<file path="config.mk">
export PLATFORM = sky130hd
export DESIGN_NAME = stream_demux4
export DESIGN_NICKNAME = d
export VERILOG_FILES = /design/src/rtl/mux_pkg.sv /design/src/rtl/demux_slot.sv /design/src/rtl/stream_demux4.sv
export SDC_FILE = /design/constraint.sdc
export NUM_CORES = 1
export LEC_CHECK = 0
export ABC_CLOCK_PERIOD_IN_PS = 1200
export CORE_MARGIN = 2
export CORE_UTILIZATION = 39
export CTS_CLUSTER_DIAMETER = 80
export DETAILED_ROUTE_END_ITERATION = 10
export PLACE_DENSITY = 0.74
export REMOVE_ABC_BUFFERS = 1
export SYNTH_ARGS = -nofsm -noshare
export SYNTH_HDL_FRONTEND = slang
export SYNTH_SLANG_ARGS = --single-unit
export TNS_END_PERCENT = 30
</file>
<file path="constraint.sdc">
create_clock -name Clk -period 1.2 [get_ports Clk]
set_input_delay 0.24 -clock Clk [delete_from_list [all_inputs] [get_ports Clk]]
set_output_delay 0.24 -clock Clk [all_outputs]
set_load 0.1 [all_outputs]
</file>
<file path="src/rtl/mux_pkg.sv">
// Shared definitions for the 4:1 byte multiplexer and the 1:4 stream demultiplexer.
package mux_pkg;

  localparam int unsigned SEL_W  = 2;
  localparam int unsigned NUM_CH = 4;

  typedef logic [SEL_W-1:0] sel_t;

  localparam sel_t SEL_A = 2'b00;
  localparam sel_t SEL_B = 2'b01;
  localparam sel_t SEL_C = 2'b10;
  localparam sel_t SEL_D = 2'b11;

  // Modulo-NUM_CH successor of a channel selector; wraps naturally at SEL_W bits.
  function automatic sel_t sel_next(sel_t s);
    return s + sel_t'(1);
  endfunction

endpackage

</file>
<file path="src/rtl/demux_slot.sv">
// One-entry registered output slot with valid/ready handshake.
// A load on the same edge as a drain wins, so the slot stays full with the new word.
module demux_slot #(
  parameter int unsigned WIDTH = 8
) (
  input  logic             clk,
  input  logic             rst,
  input  logic             load,
  input  logic [WIDTH-1:0] load_data,
  input  logic             ready,
  output logic [WIDTH-1:0] data,
  output logic             valid
);

  // Slot register: load has priority over drain; data holds until the next load.
  always_ff @(posedge clk or posedge rst) begin
    if (rst) begin
      valid <= 1'b0;
      data  <= '0;
    end else if (load) begin
      valid <= 1'b1;
      data  <= load_data;
    end else if (valid && ready) begin
      valid <= 1'b0;
    end
  end

endmodule

</file>
<file path="src/rtl/stream_demux4.sv">
// 1-to-4 stream demultiplexer: routes each accepted word into one of four registered slots,
// selected by InSel or by an internal round-robin pointer.
module stream_demux4
  import mux_pkg::*;
#(
  parameter int unsigned WIDTH   = 8,
  parameter int unsigned RR_MODE = 0
) (
  input  logic             Clk,
  input  logic             Rst,
  input  logic [WIDTH-1:0] InVal,
  input  logic [1:0]       InSel,
  input  logic             InValid,
  output logic             InReady,
  output logic [WIDTH-1:0] OutA,
  output logic [WIDTH-1:0] OutB,
  output logic [WIDTH-1:0] OutC,
  output logic [WIDTH-1:0] OutD,
  output logic             OutValidA,
  output logic             OutValidB,
  output logic             OutValidC,
  output logic             OutValidD,
  input  logic             OutReadyA,
  input  logic             OutReadyB,
  input  logic             OutReadyC,
  input  logic             OutReadyD,
  output logic [1:0]       RrPtr
);

  sel_t              rr_ptr;
  sel_t              dest;
  logic              accept;
  logic [NUM_CH-1:0] slot_valid;
  logic [NUM_CH-1:0] slot_ready;
  logic [NUM_CH-1:0] load_vec;
  logic [WIDTH-1:0]  slot_data [NUM_CH];

  assign slot_ready = {OutReadyD, OutReadyC, OutReadyB, OutReadyA};

  // Destination and input handshake; InReady depends only on dest and the slot state.
  always_comb begin
    dest    = (RR_MODE != 0) ? rr_ptr : sel_t'(InSel);
    InReady = !slot_valid[dest] || slot_ready[dest];
    accept  = InValid && InReady;
  end

  // One-hot load strobe for the destination slot.
  always_comb begin
    load_vec = '0;
    if (accept) begin
      unique case (dest)
        SEL_A: load_vec = 4'b0001;
        SEL_B: load_vec = 4'b0010;
        SEL_C: load_vec = 4'b0100;
        SEL_D: load_vec = 4'b1000;
        default: load_vec = '0;
      endcase
    end
  end

  // Round-robin pointer advances on every accept, in both modes.
  always_ff @(posedge Clk or posedge Rst) begin
    if (Rst) begin
      rr_ptr <= SEL_A;
    end else if (accept) begin
      rr_ptr <= sel_next(rr_ptr);
    end
  end

  for (genvar g = 0; g < NUM_CH; g++) begin : g_slot
    demux_slot #(
      .WIDTH(WIDTH)
    ) u_slot (
      .clk      (Clk),
      .rst      (Rst),
      .load     (load_vec[g]),
      .load_data(InVal),
      .ready    (slot_ready[g]),
      .data     (slot_data[g]),
      .valid    (slot_valid[g])
    );
  end

  assign OutA      = slot_data[0];
  assign OutB      = slot_data[1];
  assign OutC      = slot_data[2];
  assign OutD      = slot_data[3];
  assign OutValidA = slot_valid[0];
  assign OutValidB = slot_valid[1];
  assign OutValidC = slot_valid[2];
  assign OutValidD = slot_valid[3];
  assign RrPtr     = rr_ptr;

endmodule

</file>
Word-level counts from Yosys, hierarchy flattened:

Index checks and enable logic that the tools add are counted.

* add/sub/neg operators: 1
* multipliers: 0
* reduce and logical (&&, ||, !) cells: 12
* bitwise gates (word level): 0
* shifts and indexed selects: 0
* multiplexer cells: 14
* magnitude comparators: 1
* div/mod/pow operators: 0
* eq/ne operators: 3

Operator list (number)
* $pmux 4 s4: 1
* $mux 1: 10
* $reduce_bool 2->1: 4
* $logic_and 1x1->1: 5
* $bmux 1 s2: 2
* $eq 2x2->1 const B: 2
* $mux 4: 1
* $lt 2x3->1 const B: 1
* $add 2x1->2 const B: 1
* $eq 2x1->1 const B: 1
* $logic_not 2->1: 1
* $logic_not 1->1: 1
* $logic_or 1x1->1: 1

* output and inout bits: 39
* word-level logic and storage cells: 40
* latch bits: 0
* ROM bits: 0
* memories kept: 0
* flip-flop bits (word level): 38
* memory bits (writable): 0
* bits of input ports: 17

Logic depth before layout (Yosys ltp):

Gate-level depths: netlist of run 1.

* depth in word-level cells: 7
* mapped depth: 4
* mapped depth without buffers: 4

Cells and area by module:

Synthesis of run 1 repeated with hierarchy kept, for this count alone.

* cells, all modules: 101
* area total of the unflattened synthesis: 1677.9 um^2

Modules (own cells, without submodules)
* demux_slot: sequential area each 225.2 um^2, cells each 21, area an instance 372.9 um^2, instances 4
* stream_demux4: sequential area each 50.0 um^2, cells each 17, area an instance 186.4 um^2, instances 1

Worst setup path before layout of run 1:

OpenSTA, ideal clock, no wires.

* path type: register -> register
* start: register g_slot[0].u_slot.valid
* end: register rr_ptr[0], in the netlist RrPtr[0]
* period minus slack after synthesis: 2.193 ns
* required time: 1.041 ns
* arrival time: 2.034 ns
* path buffers: 0
* setup time: 0.159 ns
* cell stages (with the launch flop): 5
* path slack: -0.993 ns
* cell sequence: dfrtp_1 > nand2b_4 > mux4_2 > nand2_1 > xnor2_1

* cells in the longest elaborated chain, start to end: 5

Ends and longest elaborated chain
* from (decl): line demux_slot.sv:12 `output logic valid`
* from (signal assigned): line demux_slot.sv:18 `valid <= 1'b0;`
* from (signal assigned): line demux_slot.sv:21 `valid <= 1'b1;`
* from (signal assigned): line demux_slot.sv:24 `valid <= 1'b0;`
* $bmux 1 s2: line stream_demux4.sv:43 `InReady = !slot_valid[dest] || slot_ready[dest];`
* $mux 1 (implied by the code): line stream_demux4.sv:43
* $logic_not 1->1: line stream_demux4.sv:43
* $logic_or 1x1->1: line stream_demux4.sv:43
* via InReady: line stream_demux4.sv:14 `output logic InReady,`
* $logic_and 1x1->1: line stream_demux4.sv:44 `accept = InValid && InReady;`
* to (signal assigned): line stream_demux4.sv:66 `rr_ptr <= sel_next(rr_ptr);`
* to (decl): line stream_demux4.sv:30 `sel_t rr_ptr;`

The timed path passes the listed nets, and every way through them passes these cells. The select of a mux whose other input is x is not followed.
A chain may end at the register's enable or synchronous reset.

Worst setup path in the final report of run 1:

* start: register g_slot[0].u_slot.valid
* end: output port InReady

* cells in the longest elaborated chain, start to end: 4

Ends and longest elaborated chain (line)
* $bmux 1 s2: stream_demux4.sv:43
* $mux 1 (implied by the code): stream_demux4.sv:43
* $logic_not 1->1: stream_demux4.sv:43
* $logic_or 1x1->1: stream_demux4.sv:43
* to (decl): stream_demux4.sv:14

No other way between the ends. The select of a mux whose other input is x is not followed.

==> results of run 1 <==
[cell usage in the layout, fill, tap and decap left out]
cell and count:
inv_1 1, nand2_1 4, nor2b_4 2, nand3_4 1, clkinv_2 2, nand2_2 1
mux4_2 1, nand3_1 1, buf_4 12, mux2_2 10, clkdlybuf4s15_2 1, nor2_4 1
nand2b_4 4, and3_4 1, nand3_2 1, buf_6 13, mux2_4 22, clkbuf_8 5
xnor2_2 2, dfrtp_1 37, dfrtp_2 1, o21ai_0 1, buf_12 40, nand3b_4 1
dlygate4sd2_1 6, clkdlybuf4s50_1 9
[kinds of logic after synthesis]
| logic type | Yosys count | share of synthesized area |
|---|---|---|
| DFF | 38 | 0.625 |
| AOI/OAI and AO/OA | 1 | 0.00329 |
| xor gates and xnor gates | 2 | 0.0115 |
| muxes | 33 | 0.252 |
| buffers and inverters | 3 | 0.0148 |
| and+or+nand+nor | 17 | 0.0938 |
[layout make-up]
type	count	share of cell area
clock buffers	5	0.0232
inverters	1	0.00126
multi-input cells	53	0.230
repair buffers	81	0.401
well taps	48	0.0202
flip-flops and latches	38	0.321
clock inverters	2	0.00337
[power by group]
group	internal, W	switching, W
Clock	0.000390	0.000446
Sequential	0.00156	0.000357
Combinational	0.00151	0.00244
Total	0.00346	0.00324
[timing repair]
action                                  4_1_cts  5_1_grt
buffers inserted                              9        2
gates cloned                                  0        0
endpoints found under the setup margin       40       40
resized for setup                            50        5
pin swaps                                     1        3
[state kept, by name, summed over array words and instances, names as in the netlist]
register,flops
g_slot.u_slot.data,32
g_slot.u_slot.valid,4
RrPtr,2
[tightest hold or removal path: stages]
cell and delay [ns]:
clkdlybuf4s50_1 0.40, inv_1 0.10, buf_12 0.23
[metrics by stage]
step | setup WS, ns | area [um^2] | power, W
2_1_floorplan | -0.993 | 1500 | 0.00408
3_5_place_dp | -0.645 | 2660 | 0.00569
3_3_place_gp | -0.600 | 2660 | 0.00562
5_1_grt | -0.581 | 2970 | 0.00689
4_1_cts | -0.524 | 2950 | 0.00665
6_report | -0.543 | 2970 | 0.00671
[metal layers]
| layer | global-route usage | vias to the layer above | routed length (um) |
|---|---|---|---|
| met4 | 0.0689 | 0 | 26 |
| met5 | 0 | - | 0 |
| li1 | - | 495 | - |
| met2 | 0.436 | 47 | 2750 |
| met3 | 0.0625 | 2 | 263 |
| met1 | 0.254 | 587 | 1720 |
[worst paths after layout]
check                                        from                      to  slack (ns)  cells past startpoint
setup / recovery           g_slot[0].u_slot.valid                 InReady       -0.54                      3
setup reg to reg           g_slot[0].u_slot.valid                RrPtr[0]       -0.40                      6
min in group Clk                         InSel[1]  g_slot[2].u_slot.valid        0.44                      3
hold reg to reg                          RrPtr[0]                RrPtr[0]        0.54                      1
max in group asynchronous                     Rst                RrPtr[0]        0.69                      3
hold / removal                                Rst  g_slot[2].u_slot.valid        0.31                      3
==> flow_summary.yaml, run 1 <==
outcome:
  status: "complete, but fails checks"
  violations: "setup timing"
placed_design:
  io_buffers: 55
  gp_congestion: 0.765
  place_inst: 214
  hpwl_um: 3100
cts:
  clock-sinks: 38
  clockBufferDepth: 2
  cts_tree: "built"
  cts_max_level: 2
  clk_latency_ns: 0.28
  cts.clk_slew.worst_paths_ns: 0.07
  cts_hold_buf: 0
  cts_root_buffer: "clkbuf_8"
  cts_buffers: 5
synthesis:
  yosysMostFrequentCell: "dfrtp_1"
  ys_seq_elements: 38
  ys_warn_count: 0
  seq_area_frac_synth: 0.625
  synth_ff_type: "dfrtp_1"
  synthDistinctLibCells: 17
  synth_area_per_cell_um2: 16.2
  synthCells: 94
  synth_top_cells_by_count: "dfrtp_1, mux2_2, nand2_1"
  yosys.area.top_type: "dfrtp_1"
  netlist_area_mm2: 0.00152
  ys_top_cells_by_area: "dfrtp_1, mux2_2, nand2b_4"
  synth-edff-count: 0
  synth_top_area_share: 0.625
  synthArstFlopShare: 1.00
routing:
  vias_per_cell: 4.96
  wl_per_cell_um: 20.9
  drc: 0
  dr.pass1.iters: 4
  vias: 1131
  ant_nets: 0
  finalWirelength_um: 4760
  drt_iter0_drc: 40
worst_setup_path:
  critical_path_arrival_ns: 1.50
  worstPathBufferInverterCount: 1
  cp_max_fo: 2
  cp_slowest_cell: "mux4_2"
  cp-end-kind: "output port"
  startpoint_type: "flip-flop"
  worstPathCellList: "nand2b_4, mux4_2, buf_12"
  path_delay_family: "multiplexers"
  cp_slowest_stage_delay_ns: 0.51
  required_ns: 0.96
  worstSetupPathType: "reg -> out"
final_layout:
  fillers: 193
  antenna_cells: 0
  multiInputGateArea_um2: 682
  num-nets-final: 197
  area_delta_synth_final_pct: 95.1
  final_cells: 228
  final_core_util: 0.799
  ff_latch_area_um2: 952
  drive_gt1_frac: 0.672
floorplanning:
  die-area_mm2: 0.00442
  die_y_um: 66.5
  initial_utilization: 0.409
  io-pin-count: 56
  std_cell_rows: 22
  die_w_um: 66.5
  coreArea_mm2: 0.00372
timing:
  slew_headroom: 0.841
  fin_worst_skew_ns: 0.00415
  fmax_mhz: 574
  slew_violations: 0
  holdWs_ns: 0.310
  period_needed_ns: 1.74
  rsz0062_at_grt: "yes"
  fin_crit_sh: 1.45
  tns_ns: -6.58
  hold_viol: 0
  worst_slack_ns: -0.543
  setup_violations: 39
  tightest_slew_ns: 0.236
grt:
  grt_pass1_wl_um: 7250
  groute.usage.overall: 0.233
  grt_max_degree: 39
  grt_pass1_vias: 1314
  overflow: 0
  antenna_found_initial: 0
power_and_ir_drop:
  peakVddDrop_uv: 1500
  p_leak_nw: 1.40
  power_density_mw_per_mm2: 2260
flow_run:
  drv_cap: 0
hold_path:
  hp-class: "in -> async"
Note: power is estimated with default switching activity, not from simulation.
==> inputs of run 2 (changes only) <==
- CORE_ASPECT_RATIO: unset -> 0.9
- CORE_MARGIN: 2 -> 8
==> flow_summary.yaml, run 2 (same netlist as run 1, synthesis figures left out) <==
worst_setup_path:
  startpoint_type: "flip-flop"
  cp_max_fo: 3
  required_ns: 0.96
  r2r_cells: 6
  worstPathCellList: "nand2b_4, mux4_2, buf_12"
  cp-end-kind: "output port"
  cp_slowest_stage_delay_ns: 0.52
  cp_slowest_cell: "mux4_2"
  critical_path_arrival_ns: 1.46
  worstSetupPathType: "reg -> out"
floorplanning:
  die-area_mm2: 0.00616
  initial_utilization: 0.408
  std_cell_rows: 21
  io-pin-count: 56
  coreArea_mm2: 0.00373
  die_y_um: 75.3
  die_w_um: 81.8
power_and_ir_drop:
  p_sw_frac: 0.475
  seqPwrFrac: 0.281
  p_sw_w: 0.00320
  p_leak_nw: 1.39
  peakVddDrop_uv: 1560
  intPower_w: 0.00354
  combPwrFrac: 0.587
  power_density_mw_per_mm2: 2300
  clock_power_share: 0.132
outcome:
  status: "complete, but fails checks"
  violations: "setup timing"
routing:
  finalWirelength_um: 4370
  drc: 0
  dr.pass1.iters: 4
  ant_nets: 0
  drt_iter0_drc: 41
  wl_per_cell_um: 20.0
  vias_per_cell: 4.81
  vias: 1048
final_layout:
  final_core_util: 0.785
  num-nets-final: 188
  layout_common_cells: "buf_12, dfrtp_1, mux2_4, clkdlybuf4s50_1, buf_4"
  ff_latch_area_um2: 951
  largest-register: "g_slot.u_slot.data"
  layout_commonest_cell: "buf_12"
  largest_reg_flops: 32
  fillers: 212
  multiInputGateArea_um2: 704
  antenna_cells: 0
  area_delta_synth_final_pct: 92.5
  drive_gt1_frac: 0.640
  final_cells: 218
grt:
  antenna_found_initial: 0
  grt_pass1_vias: 1207
  overflow: 0
  grt_pass1_wl_um: 6550
  groute.usage.overall: 0.143
  grt_max_degree: 39
placed_design:
  hpwl_um: 3070
  gp_congestion: 0.833
  place_inst: 207
  io_buffers: 55
  place_ws_ns: -0.670
timing:
  hold_viol: 0
  tightest_slew_ns: 0.219
  slew_violations: 0
  fin_worst_skew_ns: 0.00868
  rsz0062_at_grt: "yes"
  slew_headroom: 0.854
  setup_violations: 39
  tns_ns: -4.70
  fin_crit_sh: 1.42
  period_needed_ns: 1.70
  worst_slack_ns: -0.503
  fmax_mhz: 587
cts:
  cts_tree: "built"
  cts_max_level: 2
  cts_root_buffer: "clkbuf_8"
  cts_buffers: 5
  cts_hold_buf: 0
  cts.clk_slew.worst_paths_ns: 0.08
  clock-sinks: 38
  clockBufferDepth: 2
  clk_latency_ns: 0.28
flow_run:
  drv_cap: 0
hold_path:
  hp-class: "in -> async"
-- run 2: worst paths after layout --
| path | start | endpoint | slack, ns |
|---|---|---|---|
| max in group asynchronous | Rst | g_slot[0].u_slot.data[7] | 0.70 |
| hold / removal | Rst | RrPtr[0] | 0.31 |
| setup / recovery | g_slot[3].u_slot.valid | InReady | -0.50 |
| hold reg to reg | g_slot[3].u_slot.valid | g_slot[3].u_slot.valid | 0.56 |
| min in group Clk | InSel[1] | g_slot[2].u_slot.valid | 0.32 |
| setup reg to reg | g_slot[3].u_slot.valid | RrPtr[0] | -0.32 |
-- run 2: repair_timing --
action | CTS | global route
resized for setup | 39 | 15
setup buffers | 3 | 1
endpoints found under the setup margin | 39 | 40
pin swaps | 1 | 2
-- run 2: metrics by stage --
stage	total power (W)	cell area [um^2]	hold WS (ns)
4_1_cts	0.00670	2870	0.317
3_3_place_gp	0.00564	2660	0.519
6_report	0.00673	2930	0.313
5_1_grt	0.00693	2930	0.339
3_5_place_dp	0.00570	2660	0.533
2_1_floorplan	0.00408	1500	0.350
-- run 2: worst max-delay path: cells and delay by family, from the launching register on --
family                 cells  cell delay [ns]
DFF                        1             0.40
buffers and inverters      1             0.19
muxes                      1             0.52
and+or+nand+nor            1             0.07
-- run 2: cell type report --
type                       instances  area share
timing repair buffer              72       0.383
inverter                           1     0.00128
sequential                        38       0.325
multi-input combinational         53       0.240
tap                               46      0.0196
clock inverter                     1     0.00171
clock buffer                       7      0.0295
-- run 2: power by group through the flow --
stage,Combinational (W),Clock [W],Sequential [W]
after detailed placement,0.00380,0,0.00190
after global placement,0.00377,0,0.00187
after global routing,0.00405,0.000952,0.00192
after floorplan,0.000343,0,0.00374
final,0.00395,0.000889,0.00189
after CTS,0.00391,0.000905,0.00188
-- run 2: routing by layer --
metal | wire length [um] | track usage | vias to the layer above
met5 | 0 | 0 | -
met4 | 17 | 0.0350 | 0
met3 | 458 | 0.0740 | 2
met2 | 2020 | 0.218 | 45
met1 | 1870 | 0.173 | 524
li1 | - | - | 477
